[src/rtl/mbist_err_detect.sv]
// MBIST read-data comparator: delays each read's address/expected data by the SRAM
// latency, reports new distinct failing addresses once, and flags overflow of the repair
// capacity. Define MBIST_ERR_SYND_EN to add the ErrorSyn bit-fail syndrome output.
module mbist_err_detect #(
  parameter int BIST_ADDR_WD   = 9,
  parameter int BIST_DATA_WD   = 32,
  parameter int BIST_RD_LAT    = 1,
  parameter int BIST_ERR_LIMIT = 4
) (
  input  logic                    clk,
  input  logic                    rst_n,
  input  logic                    bist_clear,
  input  logic                    bist_rd,
  input  logic                    bist_cmp_en,
  input  logic [BIST_ADDR_WD-1:0] bist_addr,
  input  logic [BIST_DATA_WD-1:0] bist_exp_data,
  input  logic [BIST_DATA_WD-1:0] mem_rdata,
  output logic                    Error,
  output logic [BIST_ADDR_WD-1:0] ErrorAddr,
  output logic [3:0]              bist_err_cnt,
  output logic                    bist_fail,
`ifdef MBIST_ERR_SYND_EN
  output logic [BIST_DATA_WD-1:0] ErrorSyn,
`endif
  output logic                    bist_cmp_busy
);

  localparam int LAST = BIST_RD_LAT - 1;

  logic                    pipe_vld  [BIST_RD_LAT];
  logic [BIST_ADDR_WD-1:0] pipe_addr [BIST_RD_LAT];
  logic [BIST_DATA_WD-1:0] pipe_exp  [BIST_RD_LAT];
  logic [BIST_ADDR_WD-1:0] err_log   [BIST_ERR_LIMIT];

  logic raw_miscmp;
  logic log_hit;
  logic new_fail;
  logic log_room;

  // Valid bits are the only pipe state that must be reset; clear drops all in-flight reads.
  always_ff @(posedge clk or negedge rst_n) begin
    if (!rst_n) begin
      for (int i = 0; i < BIST_RD_LAT; i++) pipe_vld[i] <= 1'b0;
    end else if (bist_clear) begin
      for (int i = 0; i < BIST_RD_LAT; i++) pipe_vld[i] <= 1'b0;
    end else begin
      pipe_vld[0] <= bist_rd & bist_cmp_en;
      for (int i = 1; i < BIST_RD_LAT; i++) pipe_vld[i] <= pipe_vld[i-1];
    end
  end

  always_ff @(posedge clk) begin
    pipe_addr[0] <= bist_addr;
    pipe_exp[0]  <= bist_exp_data;
    for (int i = 1; i < BIST_RD_LAT; i++) begin
      pipe_addr[i] <= pipe_addr[i-1];
      pipe_exp[i]  <= pipe_exp[i-1];
    end
  end

  always_comb begin
    bist_cmp_busy = 1'b0;
    for (int i = 0; i < BIST_RD_LAT; i++) bist_cmp_busy = bist_cmp_busy | pipe_vld[i];
  end

  // The valid term gates mem_rdata so unknown data on idle cycles cannot reach the outputs.
  always_comb begin
    raw_miscmp = pipe_vld[LAST] && (mem_rdata != pipe_exp[LAST]);
    log_hit    = 1'b0;
    for (int i = 0; i < BIST_ERR_LIMIT; i++) begin
      if ((4'(i) < bist_err_cnt) && (err_log[i] == pipe_addr[LAST])) log_hit = 1'b1;
    end
    new_fail = raw_miscmp & ~log_hit;
    log_room = bist_err_cnt < 4'(BIST_ERR_LIMIT);
  end

  always_ff @(posedge clk or negedge rst_n) begin
    if (!rst_n) begin
      Error        <= 1'b0;
      ErrorAddr    <= '0;
      bist_err_cnt <= '0;
      bist_fail    <= 1'b0;
      for (int i = 0; i < BIST_ERR_LIMIT; i++) err_log[i] <= '0;
    end else if (bist_clear) begin
      Error        <= 1'b0;
      bist_err_cnt <= '0;
      bist_fail    <= 1'b0;
      for (int i = 0; i < BIST_ERR_LIMIT; i++) err_log[i] <= '0;
    end else begin
      Error <= new_fail & log_room;
      if (new_fail && log_room) begin
        ErrorAddr    <= pipe_addr[LAST];
        bist_err_cnt <= bist_err_cnt + 4'd1;
        for (int i = 0; i < BIST_ERR_LIMIT; i++) begin
          if (4'(i) == bist_err_cnt) err_log[i] <= pipe_addr[LAST];
        end
      end
      if (new_fail && !log_room) bist_fail <= 1'b1;
    end
  end

`ifdef MBIST_ERR_SYND_EN
  // Syndrome survives a clear, like ErrorAddr, so diagnosis can still read the last failure.
  always_ff @(posedge clk or negedge rst_n) begin
    if (!rst_n) begin
      ErrorSyn <= '0;
    end else if (!bist_clear && new_fail && log_room) begin
      ErrorSyn <= mem_rdata ^ pipe_exp[LAST];
    end
  end
`endif

endmodule
[config.mk]
export PLATFORM = sky130hd
export DESIGN_NAME = mbist_err_detect
export DESIGN_NICKNAME = d
export VERILOG_FILES = /design/src/rtl/mbist_err_detect.sv
export SDC_FILE = /design/constraint.sdc
export NUM_CORES = 1
export LEC_CHECK = 0
export CAP_MARGIN = 20
export CORE_UTILIZATION = 35
export CTS_CLUSTER_DIAMETER = 30
export CTS_CLUSTER_SIZE = 20
export DETAILED_ROUTE_END_ITERATION = 10
export SLEW_MARGIN = 40
export SYNTH_ARGS = -nofsm -noshare
export SYNTH_HDL_FRONTEND = slang
export SYNTH_SLANG_ARGS = --single-unit
export TNS_END_PERCENT = 30
[constraint.sdc]
create_clock -name clk -period 2.6 [get_ports clk]
set_input_delay 0.39 -clock clk [delete_from_list [all_inputs] [get_ports clk]]
set_output_delay 0.39 -clock clk [all_outputs]
set_load 0.01 [all_outputs]
==> results.toml, run 1 <==
[floorplan]
die_x_um = 108
num_rows = 38
start_util = 0.362
die_y_um = 108
core_region_area_mm2 = 0.0109
die_area_mm2 = 0.0117
num_io_pins = 94

[clock_network]
cts_num_sinks = 93
insertion_delay_ns = 0.36
ctsResizeCount = 0
root_buffer = "clkbuf_8"
cts_tree = "done"
cts_made_buffers = 9
worst_setup_hold_path_clk_slew_ns = 0.09
postCtsHoldBufs = 0
htree_levels = 3
clk_path_buf_depth = 2
postCtsSetupBuffers = 0

[worst_setup_path]
worstReg2RegEnd = "ErrorAddr[6]$_DFFE_PN0P_"
required_ns = 2.84
cp_cell_sequence = "inv_1, ha_1, a2111oi_0, buf_4, nand4_1, nand3_1, nor3_4, mux2_2"
cp_slowest_cell = "nor3_4"
cp-end-kind = "flip-flop"
rrSetupSlack_ns = 0.17
crit_buf_inv = 2
reg2reg_depth = 8
worstPathArrival_ns = 2.67
critPathKind = "flip-flop to flip-flop"
critPathLaunchType = "flip-flop"
cpPeakStageDelay_ns = 0.55
crit-reg2reg-launch = "bist_err_cnt[1]$_DFFE_PN0P_"
critPathTopFamily = "simple AND/OR/NAND/NOR gates"
crit_fanout = 10

[placed_design]
dpl-instance-area_mm2 = 0.00508
numPlacedInstances = 557
portBuffers = 93
gp_congestion = 0.744
hpwlAfterDp_mm = 6.65

[run_status]
status = "finished clean"

[routing]
drt-met1-wl_mm = 4.05
routed-wl-met3_um = 748
vias = 2619
viasPerCell = 4.57
drt-total-wl_mm = 9.11
wl_met2_mm = 4.18
drc = 0
firstDrtPassIters = 4
dr.max_layer_used = "met4"
antenna_left = 0
wl_per_cell_um = 15.9
drt_iter0_markers = 99

[grt]
grt_pass1_wl_mm = 14.5
overflow = 0
grt_start_max_net_pins = 54
grt_util_all_layers = 0.168
grt_pass1_vias = 2783
antenna_found_initial = 0

[sta]
final_hold_viol_count = 0
finalCriticalPeriod_ns = 2.43
finalClockSkew_ns = 0.00758
setup_violations = 0
tightest_slew_ns = 0.644
rsz0062_at_grt = "false"
fmax_ghz = 0.412
hold_ws_ns = 0.0143
fin_crit_sh = 0.934
maxSlewViolCount = 0
max-slew-margin-rel = 0.569

[cells_and_area]
layout_common_cells = "92 x clkdlybuf4s50_1, 54 x xor2_1, 52 x dfrtp_1, 45 x nand2b_1, 41 x dfxtp_1"
layout_commonest_cell = "clkdlybuf4s50_1"
layout-drive-gt1-share = 0.109
stdcell_count = 573
areaGrowthSynthToFinish_pct = 33.9
stdcell_area_mm2 = 0.00527
nFillCells = 1004
antennaDiodeCount = 0
final_nets = 509

[flow_run]
drv_cap = 0

[yosys]
seq_area_frac_synth = 0.539
synth-xor-area-share = 0.151
synth-edff-count = 0
synth_cells = 325
synthAdderAreaFrac = 0.00953
synth_nets = 406
ys_types = 29
synth_compound_area_frac = 0.0156
synthSimpleGateAreaFrac = 0.130
async_flop_share = 0.559
muxShareOfSynthArea = 0.120
avgSynthCellArea_um2 = 12.1
ys.flop_type = "dfrtp_1"
synth_top_family_by_area = "XOR/XNOR gates"
ys_ff_latch = 93
ys_warn_count = 0
synth_area_mm2 = 0.00394

[pwr]
vdd_drop_max_uv = 394
p_leak_uw = 0.00217
power_density_mw_per_mm2 = 547

[min_path]
hold_class = "input port to async pin"
[routing by layer]
layer  vias up  global-route usage
met5         -                   0
met4         0              0.0558
met3        11              0.0567
met2        98               0.272
met1      1226               0.210
li1       1284                   -
[worst max-delay path by stage]
stage | start | end | slack, ns | cells after the start
6_report | bist_err_cnt[1]$_DFFE_PN0P_ | ErrorAddr[6]$_DFFE_PN0P_ | 0.17 | 8
4_1_cts | bist_err_cnt[1]$_DFFE_PN0P_ | ErrorAddr[6]$_DFFE_PN0P_ | 0.14 | 8
3_5_place_dp | mem_rdata[26] | ErrorAddr[6]$_DFFE_PN0P_ | -0.02 | 7
5_1_grt | bist_err_cnt[1]$_DFFE_PN0P_ | ErrorAddr[6]$_DFFE_PN0P_ | 0.005 | 8
3_3_place_gp | mem_rdata[31] | err_log[31]$_DFFE_PN0P_ | 0.04 | 9
2_1_floorplan | bist_err_cnt[3]$_DFFE_PN0P_ | ErrorAddr[0]$_DFFE_PN0P_ | 0.63 | 6
[metrics by stage]
step	TNS, ns	worst slack (ns)	util	total power (uW)
floorplan	0	0.631	-	1740
global placement	0	0.0435	0.466	1990
detailed placement	-0.103	-0.0183	0.466	1990
CTS	0	0.144	0.484	2950
global route	0	0.00467	0.484	3040
finish	0	0.172	0.484	2890
[registers in the layout (all words and copies together) (netlist names)]
register       flops
Error              1
pipe_addr          9
bist_fail          1
bist_cmp_busy      1
pipe_exp          32
ErrorAddr          9
err_log           36
bist_err_cnt       4
[power by group]
group	total, uW	leakage, uW	switching (uW)	internal (uW)
registers	1560	0.00105	50.5	1510
logic	393	0.00101	141	252
clock network	933	0.000103	473	460
[synth_stat cells (4+ instances only)]
cell | n | area share
buf_2 | 6 | 0.0076
mux2i_1 | 36 | 0.091
clkbuf_1 | 6 | 0.0057
nor2_1 | 5 | 0.0048
dfxtp_1 | 41 | 0.21
xor2_1 | 54 | 0.12
nand4_1 | 7 | 0.011
xnor2_1 | 14 | 0.031
nor3_1 | 4 | 0.0051
dfrtp_1 | 52 | 0.33
buf_4 | 4 | 0.0076
nand2b_1 | 45 | 0.071
nor4_1 | 12 | 0.019
mux2_2 | 10 | 0.029
inv_1 | 6 | 0.0057
[kinds of logic (layout without fill, tap and decap cells)]
family          Yosys count  after routing
buf+inv                  25            133
flops                    93             93
xor+xnor                 68             68
mux                      46             46
compound gates            7              7
simple gates             83             83
fa+ha+maj                 3              3
[cell type report]
| cell class | instances | area [um^2] | share of cell area |
|---|---|---|---|
| Clock buffer | 13 | 181 | 0.0344 |
| Timing Repair Buffer | 111 | 1070 | 0.204 |
| Inverter | 6 | 22.5 | 0.00427 |
| Sequential cell | 93 | 2120 | 0.402 |
| Tap cell | 140 | 175 | 0.0332 |
| Multi-Input combinational cell | 207 | 1680 | 0.319 |
| Clock inverter | 3 | 15.0 | 0.00285 |
Note: power is estimated with default switching activity, not from simulation.
==> run 2, diff against run 1 <==
--- a/config.mk
+++ b/config.mk
@@ -5,7 +5,7 @@
 export SDC_FILE = /design/constraint.sdc
 export NUM_CORES = 1
 export LEC_CHECK = 0
-export CAP_MARGIN = 20
+export CAP_MARGIN = 15
 export CORE_UTILIZATION = 35
 export CTS_CLUSTER_DIAMETER = 30
 export CTS_CLUSTER_SIZE = 20
==> results of run 2 <==
No change in the layout: final DEF, timing and power equal those of run 1.
